[config.mk]
export PLATFORM = sky130hd
export DESIGN_NAME = ctrl_sequencer
export DESIGN_NICKNAME = d
export VERILOG_FILES = /design/src/rtl/ctrl_sequencer.sv
export SDC_FILE = /design/constraint.sdc
export NUM_CORES = 1
export LEC_CHECK = 0
export CAP_MARGIN = 25
export CORE_MARGIN = 1.5
export CORE_UTILIZATION = 30
export DETAILED_ROUTE_END_ITERATION = 8
export RECOVER_POWER = 50
export SKIP_LAST_GASP = 1
export SYNTH_ARGS = -nofsm -noshare
export SYNTH_HDL_FRONTEND = slang
export SYNTH_SLANG_ARGS = --single-unit
export TNS_END_PERCENT = 10
[constraint.sdc]
create_clock -name i_clk -period 4.1 [get_ports i_clk]
set_input_delay 0.41 -clock i_clk [delete_from_list [all_inputs] [get_ports i_clk]]
set_output_delay 0.41 -clock i_clk [all_outputs]
set_load 0.01 [all_outputs]
[src/rtl/ctrl_sequencer.sv]
// Multi-cycle control sequencer for a small accumulator CPU: fetch, decode, operand access, execute.
// Outputs decode the registered state combinationally; memory waits are bounded by WAIT_MAX and time out to HALT.
module ctrl_sequencer #(
  parameter int BITS     = 8,
  parameter int ALU_BITS = 2,
  parameter int WAIT_MAX = 15
) (
  input  logic                i_clk,
  input  logic                i_rst_n,
  input  logic [BITS-1:0]     i_opcode,
  input  logic                i_acc_zero,
  input  logic                i_run,
  input  logic                i_mem_ready,
  output logic                o_ld_mar,
  output logic                o_ld_mdr,
  output logic                o_ld_ir,
  output logic                o_ld_pc,
  output logic                o_ld_acc,
  output logic                o_mem_rd,
  output logic                o_mem_wr,
  output logic                o_mux_pc_ird,
  output logic                o_mux_ir_p1,
  output logic                o_mux_mdr_alur,
  output logic [ALU_BITS-1:0] o_alu_ctrl,
  output logic                o_halted,
  output logic                o_bus_err,
  output logic                o_illegal,
  output logic [3:0]          o_state
);

  typedef enum logic [3:0] {
    S_FETCH_ADDR = 4'd0,
    S_FETCH_WAIT = 4'd1,
    S_DECODE     = 4'd2,
    S_OPER_ADDR  = 4'd3,
    S_MEM_WAIT   = 4'd4,
    S_EXEC       = 4'd5,
    S_INC_PC     = 4'd6,
    S_JUMP       = 4'd7,
    S_HALT       = 4'd8
  } state_t;

  localparam logic [3:0] OP_NOP = 4'd0;
  localparam logic [3:0] OP_LDA = 4'd1;
  localparam logic [3:0] OP_STA = 4'd2;
  localparam logic [3:0] OP_ADD = 4'd3;
  localparam logic [3:0] OP_SUB = 4'd4;
  localparam logic [3:0] OP_JMP = 4'd5;
  localparam logic [3:0] OP_JZ  = 4'd6;
  localparam logic [3:0] OP_HLT = 4'd7;
  localparam logic [7:0] WAIT_LAST = 8'(WAIT_MAX - 1);

  state_t     state_q, state_d;
  logic [3:0] op_q, op_d;
  logic [7:0] wcnt_q, wcnt_d;
  logic       bus_err_q, bus_err_d;
  logic [3:0] op_in;
  logic       wait_expired;

  assign op_in = i_opcode[BITS-1:BITS-4];

  generate
    if (BITS > 4) begin : g_operand
      logic unused_operand;
      assign unused_operand = ^i_opcode[BITS-5:0];
    end
  endgenerate

  // wcnt_q holds the number of wait cycles already elapsed, so this is wait cycle WAIT_MAX
  assign wait_expired = (wcnt_q == WAIT_LAST);

  always_comb begin
    state_d   = state_q;
    op_d      = op_q;
    wcnt_d    = wcnt_q;
    bus_err_d = bus_err_q;
    case (state_q)
      S_FETCH_ADDR: begin
        wcnt_d = 8'd0;
        if (i_run) state_d = S_FETCH_WAIT;
      end
      S_FETCH_WAIT: begin
        if (i_mem_ready) begin
          state_d = S_DECODE;
        end else if (wait_expired) begin
          state_d   = S_HALT;
          bus_err_d = 1'b1;
        end else begin
          wcnt_d = wcnt_q + 8'd1;
        end
      end
      S_DECODE: begin
        op_d = op_in;
        case (op_in)
          OP_NOP:                         state_d = S_INC_PC;
          OP_LDA, OP_STA, OP_ADD, OP_SUB: state_d = S_OPER_ADDR;
          OP_JMP:                         state_d = S_JUMP;
          OP_JZ:                          state_d = i_acc_zero ? S_JUMP : S_INC_PC;
          OP_HLT:                         state_d = S_HALT;
          default:                        state_d = S_INC_PC;
        endcase
      end
      S_OPER_ADDR: begin
        wcnt_d  = 8'd0;
        state_d = S_MEM_WAIT;
      end
      S_MEM_WAIT: begin
        if (i_mem_ready) begin
          state_d = (op_q == OP_STA) ? S_INC_PC : S_EXEC;
        end else if (wait_expired) begin
          state_d   = S_HALT;
          bus_err_d = 1'b1;
        end else begin
          wcnt_d = wcnt_q + 8'd1;
        end
      end
      S_EXEC:   state_d = S_INC_PC;
      S_INC_PC: state_d = S_FETCH_ADDR;
      S_JUMP:   state_d = S_FETCH_ADDR;
      S_HALT:   state_d = S_HALT;
      default:  state_d = S_HALT;
    endcase
  end

  always_ff @(posedge i_clk) begin
    if (!i_rst_n) begin
      state_q   <= S_FETCH_ADDR;
      op_q      <= 4'd0;
      wcnt_q    <= 8'd0;
      bus_err_q <= 1'b0;
    end else begin
      state_q   <= state_d;
      op_q      <= op_d;
      wcnt_q    <= wcnt_d;
      bus_err_q <= bus_err_d;
    end
  end

  always_comb begin
    o_ld_mar       = 1'b0;
    o_ld_mdr       = 1'b0;
    o_ld_ir        = 1'b0;
    o_ld_pc        = 1'b0;
    o_ld_acc       = 1'b0;
    o_mem_rd       = 1'b0;
    o_mem_wr       = 1'b0;
    o_mux_pc_ird   = 1'b0;
    o_mux_ir_p1    = 1'b0;
    o_mux_mdr_alur = 1'b0;
    o_alu_ctrl     = '0;
    o_halted       = 1'b0;
    o_illegal      = 1'b0;
    o_state        = state_q;
    case (state_q)
      S_FETCH_ADDR: o_ld_mar = i_run;
      S_FETCH_WAIT: begin
        o_mem_rd = 1'b1;
        o_ld_ir  = i_mem_ready;
      end
      S_DECODE:    o_illegal = op_in[3];
      S_OPER_ADDR: begin
        o_ld_mar     = 1'b1;
        o_mux_pc_ird = 1'b1;
      end
      S_MEM_WAIT: begin
        o_mem_wr = (op_q == OP_STA);
        o_mem_rd = (op_q != OP_STA);
        o_ld_mdr = i_mem_ready && (op_q != OP_STA);
      end
      S_EXEC: begin
        o_ld_acc       = 1'b1;
        o_mux_mdr_alur = (op_q == OP_ADD) || (op_q == OP_SUB);
        if (op_q == OP_SUB) o_alu_ctrl = ALU_BITS'(1);
      end
      S_INC_PC: o_ld_pc = 1'b1;
      S_JUMP: begin
        o_ld_pc     = 1'b1;
        o_mux_ir_p1 = 1'b1;
      end
      S_HALT:  o_halted = 1'b1;
      default: ;
    endcase
    // The registered state may still be mid-access while reset is low; keep everything quiet
    if (!i_rst_n) begin
      o_ld_mar       = 1'b0;
      o_ld_mdr       = 1'b0;
      o_ld_ir        = 1'b0;
      o_ld_pc        = 1'b0;
      o_ld_acc       = 1'b0;
      o_mem_rd       = 1'b0;
      o_mem_wr       = 1'b0;
      o_mux_pc_ird   = 1'b0;
      o_mux_ir_p1    = 1'b0;
      o_mux_mdr_alur = 1'b0;
      o_alu_ctrl     = '0;
      o_halted       = 1'b0;
      o_illegal      = 1'b0;
      o_state        = 4'd0;
    end
  end

  assign o_bus_err = bus_err_q;

endmodule

==> metrics.txt, run 1 <==
status complete, no violations; worst hold path startpoint o_bus_err; TNS Setup 0 ns; Crit path arrival time 2.67 ns; worst r2r src state_q[0]; Req. time, crit path 3.69 ns; Starting Density 31.0%; fin crit period 3.08 ns; fin crit share 75.1%; total die area 0.00446 mm^2; most common cell after layout, fill and taps aside clkdlybuf4s50_1; vias per inst 5.27; CP max FO 16; Layout Utilization 38.0%; RSZ-0062 raised after global routing no; clk slew on worst S/H paths 0.07 ns; core area 0.00394 mm^2; Startpoint Class register; Async SR Flop Fraction 0%; Gate Count Post-Synth 150; first-pass GRT wire length 4990 um; final hold vios 0; VDD IR max 0.0869 mV; Register Area 340 um^2; most frequent cells in the layout 25 x clkdlybuf4s50_1, 17 x nor2_1, 17 x dfxtp_1, 14 x nand2_1; final WL 2900 um; final setup fails 0; Area Overhead vs Synth 22.7%; GRT Overall Usage 14.3%; WHS Path Cells 1; Placed Area 0.00148 mm^2; remaining global-route overflow 0; fin. max-slew vios 0; Post-CTS Setup Repair Bufs 0; # hold bufs at CTS 0; Die Height 66.8 um; Yosys warning count 0; post-route cell area 0.00150 mm^2; dpl ws 1.18 ns; critical path class reg -> out; DRC errors left 0; Mapped Area 0.00122 mm^2; antenna violations before repair 0; row count 23; die width 66.8 um; Worst Setup SP state_q[1]; Synthesized Nets 165; vias in the first global route 1085; r2r worst-path depth 4; cts bufs inserted 3; Avg Cell Area, Syn 8.14 um^2; total number of vias 1171; total of max-cap violations 0; Post-synth top flop dfxtp_1; n_diodes 0; wire per inst 13.1 um; sequential area share after synthesis 27.9%; Cell variety after synth 48; H-tree levels 1; initial DRC count 74; share of cells above drive strength 1 5.81%; Hold Path Class reg -> reg; worst slew pin tran 0.881 ns; fin nets 188; Root Buffer clkbuf_8; Hold WS 0.466 ns; worst path cell trace nand2b_1, nor3_1, and3_1, clkdlybuf4s50_1; largest net degree at the start of global routing 20; Final Skew 0.00505 ns; clock insertion delay at the later pin of the skew report 0.26 ns; synthesized flop and latch total 17; DRT Pass-1 Iters 4; cell count after placement 218; multi-input logic area 767 um^2; IO buf count 26; number of synthesized flops with an enable pin 0; DP HPWL 2140 um; FILL cells 414; Final Total Pwr 0.394 mW; remaining antenna violation count after routing 0; GP Congestion 0.756; Finished Layout Cells 222; Clock Tree Buf Depth 2; FMAX 325 MHz; post_cts resized 0; leakage 0.516 nW; TritonCTS clock tree built; Top Ports 32; slowest stage delay, CP 0.71 ns; Slowest cell on crit path nor3_1; Slew Limit Headroom 40.8%; CP Capture Type primary output; clock sink count 17; pwr/cell area 263 mW/mm^2; worst setup margin 1.02 ns
==> per-layer routing <==
| metal | up-vias | GRT usage [%] | routed length [um] |
|---|---|---|---|
| met5 | - | 0 | 0 |
| met4 | 0 | 2.30 | 16 |
| met3 | 4 | 3.21 | 178 |
| met2 | 44 | 24.3 | 1410 |
| met1 | 542 | 18.7 | 1300 |
| li1 | 581 | - | - |
==> worst max-delay path: cells and delay by family, from the launching register on <==
family	cells	cell delay [ns]
and+or+nand+nor	3	1.17
DFF	1	0.70
buffers and inverters	1	0.53
==> cell families after synthesis <==
family / after synthesis / synth area share, %
AO/OA/AOI/OAI: 24 / 12.7
adder cells (fa/ha/maj): 2 / 2.05
buffers and inverters: 13 / 6.76
multiplexers: 6 / 4.92
flip-flops: 17 / 27.9
AND/OR/NAND/NOR: 81 / 39.5
other: 1 / 0.307
XOR/XNOR: 6 / 5.84
==> layout make-up <==
type	instances	share of cell area (%)
Timing Repair Buffer	27	17.9
Sequential cell	17	22.7
Clock inverter	1	0.334
Tap cell	50	4.17
Multi-Input combinational cell	120	51.2
Clock buffer	3	2.75
Inverter	4	1.00
==> flip-flops by register name, indices dropped and copies added (netlist names) <==
signal	count
wcnt_q	8
op_q	4
state_q	4
o_bus_err	1
==> power breakdown <==
group	total, mW	internal (mW)	leakage, nW	switching (mW)
clock	0.129	0.0675	0.0255	0.0614
sequential	0.185	0.170	0.137	0.0150
combinational	0.0794	0.0385	0.353	0.0409
total	0.394	0.276	0.516	0.117
==> Yosys cell counts, types with 4 or more instances <==
cell,count,area (um^2)
a21oi_1,7,35.0
nor2_1,17,63.8
nand2_1,13,48.8
mux2i_1,6,60.1
dfxtp_1,17,340
inv_1,4,15.0
o21ai_0,5,25.0
and2_1,5,31.3
nor2b_1,7,43.8
clkbuf_1,4,15.0
nand3_1,5,25.0
buf_6,4,45.0
==> final timing paths <==
check	end	slack [ns]
hold / removal	o_bus_err	0.47
setup / recovery	o_illegal	1.02
hold reg to reg	o_bus_err	0.47
setup reg to reg	wcnt_q[4]	1.98
Power figures use the tool's default switching activity.
==> inputs of run 2 (changes only) <==
==> constraint.sdc (replaced) <==
create_clock -name i_clk -period 2.6 [get_ports i_clk]
set_input_delay 0.26 -clock i_clk [delete_from_list [all_inputs] [get_ports i_clk]]
set_output_delay 0.26 -clock i_clk [all_outputs]
set_load 0.01 [all_outputs]
==> run 2 against run 1 <==
  * Clock skew is 0.0018 ns lower
  * First-iteration DRC count fell by 8.1%
  * Wire length grew 5.5%
  * Sequential share of layout area fell by 0.75 points
  * Sequential cell count unchanged
  * Final area grew 3.4%
  * Die area unchanged
  * Critical path type is now in -> out
  * Largest power group unchanged
==> metrics.txt, run 2 (synthesis gave the netlist of run 1 again) <==
status complete, no violations; fin nets 194 (+3.2%); remaining antenna violation count after routing 0 (unchanged); Final Total Pwr 0.636 mW (+62%); Crit path arrival time 2.08 ns (-0.59 ns); remaining global-route overflow 0 (unchanged); DP HPWL 2320 um (+8.0%); clock insertion delay at the later pin of the skew report 0.26 ns (about the same); initial DRC count 68 (-8.1%); final setup fails 0 (unchanged); pwr/cell area 410 mW/mm^2 (+56%); CP Capture Type primary output; Startpoint Class primary input; GP Congestion 0.767 (+1.3%); Placed Area 0.00153 mm^2 (+3.0%); fin crit period 2.34 ns; vias per inst 5.09 (-3.5%); cell count after placement 224 (+2.8%); largest net degree at the start of global routing 14 (-30%); TritonCTS clock tree built; antenna violations before repair 0 (unchanged); clk slew on worst S/H paths 0.07 ns (about the same); TNS Setup 0 ns (unchanged); most common cell after layout, fill and taps aside clkdlybuf4s50_1; cts bufs inserted 3 (unchanged); # hold bufs at CTS 0 (unchanged); Clock Tree Buf Depth 2 (unchanged); Finished Layout Cells 228 (+2.7%); wire per inst 13.4 um (+2.8%); FMAX 426 MHz; DRC errors left 0 (unchanged); Area Overhead vs Synth 26.9%; DRT Pass-1 Iters 4 (unchanged); worst setup margin 0.255 ns (-0.764 ns); largest registers wcnt_q (8), op_q (4), state_q (4); Req. time, crit path 2.34 ns (-1.35 ns); total of max-cap violations 0 (unchanged); worst path cell trace clkdlybuf4s50_1, nor2b_1, nand2_1, nor4b_1, clkdlybuf4s50_1; Slew Limit Headroom 53.3% (+12 points); slowest stage delay, CP 0.60 ns (-0.11 ns); GRT Overall Usage 14.5% (+0.22 points); Starting Density 31.0% (unchanged); Top Ports 32 (unchanged); core area 0.00394 mm^2 (unchanged); combinational share of power 23.4% (+3.2 points); CP max FO 4 (-12); Die Height 66.8 um (unchanged); VDD IR max 0.185 mV (+110%); dpl ws 0.291 ns (-0.887 ns); row count 23 (unchanged); IO buf count 26 (unchanged); flip-flop count of the largest register after layout 8 (unchanged); total number of vias 1160 (-0.94%); CP dominant cell by count clkdlybuf4s50_1; Slowest cell on crit path clkdlybuf4s50_1; fin. max-slew vios 0 (unchanged); Hold WS 0.458 ns (-0.00809 ns); post-route cell area 0.00155 mm^2 (+3.4%); H-tree levels 1 (unchanged); total die area 0.00446 mm^2 (unchanged); critical path class in -> out; Hold Path Class reg -> reg; Clock Power Share 32.2% (-0.6 points); leakage 0.542 nW (+5.0%); Layout Utilization 39.3% (+1.3 points); Post-CTS Setup Repair Bufs 0 (unchanged); die width 66.8 um (unchanged); register with the most flip-flops wcnt_q; RSZ-0062 raised after global routing no; n_diodes 0 (unchanged); fin crit share 90.2%; switching pwr 0.189 mW (+61%); Final Skew 0.00324 ns (-0.00181 ns); internal power 0.446 mW (+62%); sequential share of power 44.4% (-2.7 points); share of cells above drive strength 1 7.87% (+2.1 points); post_cts resized 0 (unchanged); vias in the first global route 1106 (+1.9%); worst slew pin tran 0.694 ns (-0.187 ns); first-pass GRT wire length 4950 um (-0.68%); sw frac 29.8% (about the same); Root Buffer clkbuf_8; final hold vios 0 (unchanged); clock sink count 17 (unchanged); most frequent cells in the layout 25 x clkdlybuf4s50_1, 17 x nor2_1, 17 x dfxtp_1, 13 x nand2_1; final WL 3060 um (+5.5%)
-- run 2: power groups by stage --
stage | sequential, mW | combinational [mW] | clock (mW)
global route | 0.284 | 0.165 | 0.217
global placement | 0.287 | 0.149 | 0
finish | 0.282 | 0.149 | 0.205
detailed placement | 0.288 | 0.153 | 0
floorplan | 0.279 | 0.110 | 0
CTS | 0.282 | 0.154 | 0.211
-- run 2: critical path: cells and delay by family --
| family | cells | cell delay, ns |
|---|---|---|
| buffers and inverters | 2 | 1.17 |
| and+or+nand+nor | 3 | 0.65 |
-- run 2: layout make-up --
cell class / count / area, um^2
sequential: 17 / 340
timing repair buffer: 33 / 305
tap: 50 / 62.6
clock buffer: 4 / 45.0
fill: 400 / 2390
inverter: 4 / 15.0
multi-input combinational: 120 / 782
-- run 2: final timing paths --
check / start / end / slack [ns] / cells after the start
worst max register to register: state_q[1] / wcnt_q[3] / 0.61 / 5
worst min-delay path: o_bus_err / o_bus_err / 0.46 / 1
worst max-delay path: i_rst_n / o_ld_ir / 0.26 / 5
worst min register to register: o_bus_err / o_bus_err / 0.46 / 1
-- run 2: metal layers --
metal / wire, um / share of wire, % / vias up / track usage, %
met5: 0 / 0 / - / 0
met4: 31 / 1.0 / 0 / 3.83
li1: - / - / 592 / -
met3: 137 / 4.5 / 4 / 3.72
met2: 1540 / 50 / 31 / 25.6
met1: 1350 / 44 / 533 / 17.3
